**src/rtl/bram_arbiter.sv**
```systemverilog
// Two-requester round-robin arbiter in front of one single-port 8-bit BRAM.
// Out-of-range requests are accepted but kept off the BRAM, and they set a sticky error flag.
module bram_arbiter #(
    parameter int MAX_ADDR = 1000
) (
    input  logic        CLK,
    input  logic        RST,
    input  logic        a_valid,
    output logic        a_ready,
    input  logic        a_we,
    input  logic [10:0] a_addr,
    input  logic [7:0]  a_wdata,
    output logic        a_rvalid,
    input  logic        b_valid,
    output logic        b_ready,
    input  logic        b_we,
    input  logic [10:0] b_addr,
    input  logic [7:0]  b_wdata,
    output logic        b_rvalid,
    output logic [7:0]  rdata,
    output logic        err_oob,
    output logic        bram_en,
    output logic        bram_we,
    output logic [10:0] bram_addr,
    output logic [7:0]  bram_di,
    output logic        bram_rst,
    output logic        bram_regce,
    input  logic [7:0]  bram_do
);

    typedef enum logic {
        GNT_A = 1'b0,
        GNT_B = 1'b1
    } gnt_e;

    gnt_e        last_gnt_q, last_gnt_d;
    logic        rsp_a_q, rsp_a_d;
    logic        rsp_b_q, rsp_b_d;
    logic        rsp_oob_q, rsp_oob_d;
    logic        err_oob_q, err_oob_d;
    logic [10:0] addr_q, addr_d;
    logic [7:0]  di_q, di_d;

    logic        grant_a, grant_b, accept, in_range, sel_we;
    logic [10:0] sel_addr;
    logic [7:0]  sel_wdata;

    always_comb begin
        grant_a   = 1'b0;
        grant_b   = 1'b0;
        if (!RST) begin
            if (a_valid && (!b_valid || last_gnt_q == GNT_B)) begin
                grant_a = 1'b1;
            end else if (b_valid) begin
                grant_b = 1'b1;
            end
        end
        accept    = grant_a | grant_b;
        sel_we    = grant_a ? a_we    : b_we;
        sel_addr  = grant_a ? a_addr  : b_addr;
        sel_wdata = grant_a ? a_wdata : b_wdata;
        in_range  = (sel_addr <= 11'(MAX_ADDR));

        last_gnt_d = last_gnt_q;
        addr_d     = addr_q;
        di_d       = di_q;
        err_oob_d  = err_oob_q;
        bram_en    = 1'b0;
        bram_we    = 1'b0;
        bram_addr  = addr_q;
        bram_di    = di_q;
        rsp_a_d    = grant_a & ~a_we;
        rsp_b_d    = grant_b & ~b_we;
        rsp_oob_d  = accept & ~sel_we & ~in_range;

        // Out-of-range accesses leave address/data lines parked at their last value.
        if (accept) begin
            last_gnt_d = grant_a ? GNT_A : GNT_B;
            if (in_range) begin
                bram_en   = 1'b1;
                bram_we   = sel_we;
                bram_addr = sel_addr;
                bram_di   = sel_wdata;
                addr_d    = sel_addr;
                di_d      = sel_wdata;
            end else begin
                err_oob_d = 1'b1;
            end
        end
    end

    always_ff @(posedge CLK) begin
        if (RST) begin
            last_gnt_q <= GNT_B;
            rsp_a_q    <= 1'b0;
            rsp_b_q    <= 1'b0;
            rsp_oob_q  <= 1'b0;
            err_oob_q  <= 1'b0;
            addr_q     <= '0;
            di_q       <= '0;
        end else begin
            last_gnt_q <= last_gnt_d;
            rsp_a_q    <= rsp_a_d;
            rsp_b_q    <= rsp_b_d;
            rsp_oob_q  <= rsp_oob_d;
            err_oob_q  <= err_oob_d;
            addr_q     <= addr_d;
            di_q       <= di_d;
        end
    end

    // Responses are masked while reset is high so a read in flight never reports.
    assign a_ready    = grant_a;
    assign b_ready    = grant_b;
    assign a_rvalid   = rsp_a_q & ~RST;
    assign b_rvalid   = rsp_b_q & ~RST;
    assign rdata      = rsp_oob_q ? 8'h00 : bram_do;
    assign err_oob    = err_oob_q;
    assign bram_rst   = RST;
    assign bram_regce = 1'b0;

endmodule

```
**config.mk**
```make
export PLATFORM = sky130hd
export DESIGN_NAME = bram_arbiter
export DESIGN_NICKNAME = d
export VERILOG_FILES = /design/src/rtl/bram_arbiter.sv
export SDC_FILE = /design/constraint.sdc
export NUM_CORES = 1
export LEC_CHECK = 0
export CAP_MARGIN = 0
export CORE_MARGIN = 3
export CORE_UTILIZATION = 42
export CTS_CLUSTER_SIZE = 10
export DETAILED_ROUTE_END_ITERATION = 7
export GPL_TIMING_DRIVEN = 0
export PLACE_DENSITY = 0.91
export SETUP_SLACK_MARGIN = 0.4
export SYNTH_ARGS = -nofsm -noshare
export SYNTH_HDL_FRONTEND = slang
export SYNTH_SLANG_ARGS = --single-unit
```
**constraint.sdc**
```tcl
create_clock -name CLK -period 2.6 [get_ports CLK]
set_input_delay 0.39 -clock CLK [delete_from_list [all_inputs] [get_ports CLK]]
set_output_delay 0.39 -clock CLK [all_outputs]
set_load 0.02 [all_outputs]
```
======== Word-level counts from Yosys, hierarchy flattened ========
Index checks and enable logic that the tools add are counted.
operators by class
  magnitude comparators ................... 1
  mux-type cells .......................... 18
  bitwise operators ....................... 12
  reduce and logical (&&, ||, !) cells .... 4
operator list
  operator                                                          count
  2-to-1 mux 11 bit                                                 3
  2-to-1 mux 8 bit                                                  4
  less-or-equal comparator 11 x 10 -> 1 bit, second input constant  1
  2-to-1 mux 1 bit                                                  11
  AND 1 bit                                                         6
  NOT 1 bit                                                         5
  AND reduction 2 bit                                               1
  logical AND 1 bit                                                 1
  zero test 1 bit                                                   1
  logical OR 1 bit                                                  1
  OR 1 bit                                                          1
word-level totals
  register bits after elaboration ......... 24
  input port bits ......................... 52
  output and inout bits ................... 36
  logic and storage cells ................. 42

======== Logic depth before layout (Yosys ltp) ========
Gate-level depths: netlist of run 1.
  word-level depth ........................ 9
  mapped depth ............................ 9
  mapped depth without buffers ............ 7

======== Worst setup path after synthesis of run 1 ========
Ideal clock, no wire load.
  path type ............................... in2out
  from .................................... input a_addr[0]
  to ...................................... output bram_addr[0]
  data arrival time ....................... 1.989 ns
  required time ........................... 2.210 ns
  path slack .............................. 0.221 ns
  cell stages on the path ................. 6
  path buffers ............................ 0
  path through ............................ or3_1 > nor4b_2 > mux2i_1 > a2bb2oi_2 > inv_2 > mux2_1
on the way
  word-level cells in the longest chain between the ends .. 4
RTL lines
  element                                    line  source
  from (decl)                                11    input logic [10:0] a_addr,
  2-to-1 mux 11 bit (*)                      60    sel_addr = grant_a ? a_addr : b_addr;
  less-or-equal comparator 11 x 10 -> 1 bit  62    in_range = (sel_addr <= 11'(MAX_ADDR));
  2-to-1 mux 11 bit (*)                      79    if (in_range) begin
  2-to-1 mux 11 bit (*)                      -
  to (decl)                                  24    output logic [10:0] bram_addr,
Mark *: on every way between the ends. The rest lies on a longest branch, timed or not.

======== Worst setup path after layout of run 1 ========
  from .................................... input a_addr[5]
  to ...................................... output bram_addr[6]
on the way
  word-level cells in the longest chain between the ends .. 4
RTL lines
  element                                    line
  2-to-1 mux 11 bit                          60
  less-or-equal comparator 11 x 10 -> 1 bit  62
  2-to-1 mux 11 bit                          79
  2-to-1 mux 11 bit                          -
Every way passes these cells.

==> results of run 1 <==
==> Yosys cell counts (2+ instances only) <==
cell        n
nand2_1    27
dfxtp_1    24
nor2b_1    20
mux2i_1    18
a22o_1     10
nor3b_1    10
o21ai_0    10
nor2_1      9
mux2_1      8
mux2_4      8
nand3_1     8
o31a_1      8
buf_2       7
o22ai_2     7
a21oi_1     5
nand2b_1    5
clkbuf_1    4
nor3_1      4
or3_1       4
a211oi_1    3
and3_1      3
buf_4       3
a2111oi_2   2
buf_1       2
buf_6       2
inv_1       2
inv_2       2
nand4_1     2
or2_2       2
==> final timing paths <==
path	startpoint	endpoint	slack [ns]	cells after the start
worst max-delay path	a_addr[5]	bram_addr[6]	-0.07	9
worst min-delay path	a_valid	last_gnt_q$_SDFFE_PP1N_	0.45	4
worst max register to register	last_gnt_q$_SDFFE_PP1N_	addr_q[6]$_SDFF_PP0_	0.44	10
worst min register to register	err_oob$_SDFFE_PP0P_	err_oob$_SDFFE_PP0P_	0.50	2
==> metal layers <==
metal	GRT usage	part of all wire
met5	0	0
met3	0.0514	0.084
met1	0.340	0.36
met2	0.539	0.51
met4	0.150	0.051
==> power groups by stage <==
stage	logic, mW	registers [mW]	clock network, mW
global placement	0.472	0.410	0
detailed placement	0.480	0.412	0
finish	0.622	0.407	0.245
global route	0.647	0.409	0.260
floorplan	0.269	0.410	0
CTS	0.554	0.404	0.225
==> repair_timing <==
item,4_1_cts,5_1_grt
buffers inserted,21,11
gates resized for setup,249,35
setup endpoints to repair,47,38
cloned,2,0
pin swaps,19,9
==> worst min-delay path: stages <==
cell and delay, ns:
buf_2 0.14, inv_1 0.06, a21oi_1 0.06, nand2_1 0.06
==> flip-flops by register name, summed over array words and instances, names as in the netlist <==
register and cells:
addr_q 11, di_q 8, err_oob 1, last_gnt_q 1, rsp_a_q 1, rsp_b_q 1, rsp_oob_q 1
==> cell families after synthesis <==
logic type / count (synthesis)
compound gates: 52
buf+inv: 22
flops: 24
mux: 34
other cells: 1
simple gates: 100
==> through the flow <==
stage	power, mW	setup slack (ns)	TNS (ns)
after floorplan	0.679	0.363	0
after global placement	0.882	-1.00	-22.91
after detailed placement	0.892	-1.02	-23.96
after CTS	1.18	0.0584	0
after global routing	1.32	-0.0879	-0.542
final	1.27	-0.0677	-0.375
==> final cells by class <==
cell class / count / area [um^2] / share of cell area
timing repair buffer: 119 / 1120 / 0.305
sequential: 24 / 484 / 0.132
inverter: 4 / 32.5 / 0.00885
clock buffer: 3 / 41.3 / 0.0112
timing repair inverter: 1 / 11.3 / 0.00306
tap: 52 / 65.1 / 0.0177
buffer: 18 / 159 / 0.0432
multi-input combinational: 187 / 1760 / 0.479
==> metrics.txt, run 1 <==
CTS root buf=clkbuf_8; total CTS buffers=3; Synth Instances=233; hold buffer count at CTS=0; placed cells=~370; pin count of the biggest net entering global routing=13; switching power=0.455 mW; ranking of synthesized cells by area=dfxtp_1 24%, mux2i_1 9.1%, nor2b_1 6.3%; Ys Warns=0; mapped cell area=1970 um^2; First-pass DRT Iterations=6; die area=5550 um^2; DP Wirelength=4.86 mm; most used cell, CP=buf_6; relative slew slack=0.608; post-synth cell types=43; non-filler cells in the finished layout=~410; Fmax achieved=375 MHz; initial antenna violation count=0; grt ovf=0; Top delay family on crit path=simple AND/OR/NAND/NOR gates; clk_lat worst skew=0.29 ns; Post-Synth Simple-Gate Area=0.277; I/O pin total=88; slowest stage delay, CP=0.44 ns; DRC viols=0; Mapped Nets=around 290; final hold vios=0; crit start category=input pin; Area Overhead vs Synth=86.4%; Core Util, Final=0.827; status=finished with violations; CTS Buffer Depth=2; most common cell after layout, fill and taps aside=buf_4; Least-Margin Pin Slew=approximately 0.59 ns; final hold slack=about 0.45 ns; Final setup viols=10; Post-synth EDFFs=0; clock power share=0.193; Worst EP required=2.21 ns; IO Port Bufs=86; xor and xnor area share after synthesis=0; HP Class=input pin to flip-flop; Yosys reg bits=24; DRT Wirelength=9.26 mm; Worst-path clk slew=0.09 ns; sequential area share after synthesis=0.244; H-tree Lvls=1; die width=74.5 um; Clock Skews=0.00227 ns; proportion of layout cells with a drive suffix above 1=0.466; vias in the first global route=between 2,000 and 3,000; Synth Flop Type=dfxtp_1; CP max stage cell=nor4b_4; CTS Sinks=24; Final ANT Viol Nets=0; Final Cell Area=3670 um^2; main combinational cell family by area after synthesis=simple AND/OR/NAND/NOR gates; Ant. Diodes=0; Initial Util=0.444; Rows=24; nets=410; CTS tree=done; RSZ-0062 raised after global routing=yes; failing checks=negative setup slack; PwrDens=approximately 350 nW/um^2; Synth top area share=0.244; post-route clock period utilization=1.03; Worst Setup Path Type=input pin to output port; Die Y=74.5 um; routed vias=~2,600; maximum vdd ir drop=0.243 mV; sw frac=0.357; first-pass GRT wire length=approximately 13 mm; fraction of the mapped netlist area in adder cells=0; Final Slew Violations=0; final worst slack=-0.0677 ns; fill cell total of the finished layout=between 200 and 250; Max-Cap Viols=0; Leak=1.61 nW; core area=4440 um^2; Worst Setup End Kind=output port; DR WL/cell=around 23 um; Mapped Avg Cell Area=8.46 um^2; Worst Path Buf+Inv=4; Final Critical Period=approximately 2.7 ns; ys async rst share=0; Sequential Power Share=0.319; mux contribution to synthesized area=0.198; DR vias/cell=6.36; internal power=around 0.82 mW; Cell Area, Placed=2960 um^2; Synth Area in Compound Gates=0.220; gpl congestion=~0.85; combinational share of power=0.488; most frequent cells in the layout=37 x buf_4, 36 x clkdlybuf4s50_1, 28 x buf_6; crit path DAT=around 2.3 ns; GRT Overall Usage=0.300; dominant cell type by area after synthesis=dfxtp_1; number of DRC markers in iteration 0=265; CP cell instances=dlygate4sd2_1 -> nand4_1 -> nor4b_4 -> mux2i_4 -> a2bb2oi_2 -> buf_6 -> inv_8 -> mux2_4 -> buf_6; CP Max Fanout=5
(Power assumes the default switching activity.)
==> run 2, diff against run 1 <==
--- a/config.mk
+++ b/config.mk
@@ -10,6 +10,7 @@
 export CORE_UTILIZATION = 42
 export CTS_CLUSTER_SIZE = 10
 export DETAILED_ROUTE_END_ITERATION = 7
+export GPL_ROUTABILITY_DRIVEN = 0
 export GPL_TIMING_DRIVEN = 0
 export PLACE_DENSITY = 0.91
 export SETUP_SLACK_MARGIN = 0.4
==> results of run 2 <==
The final DEF is identical to that of run 1; final timing and power are the same.
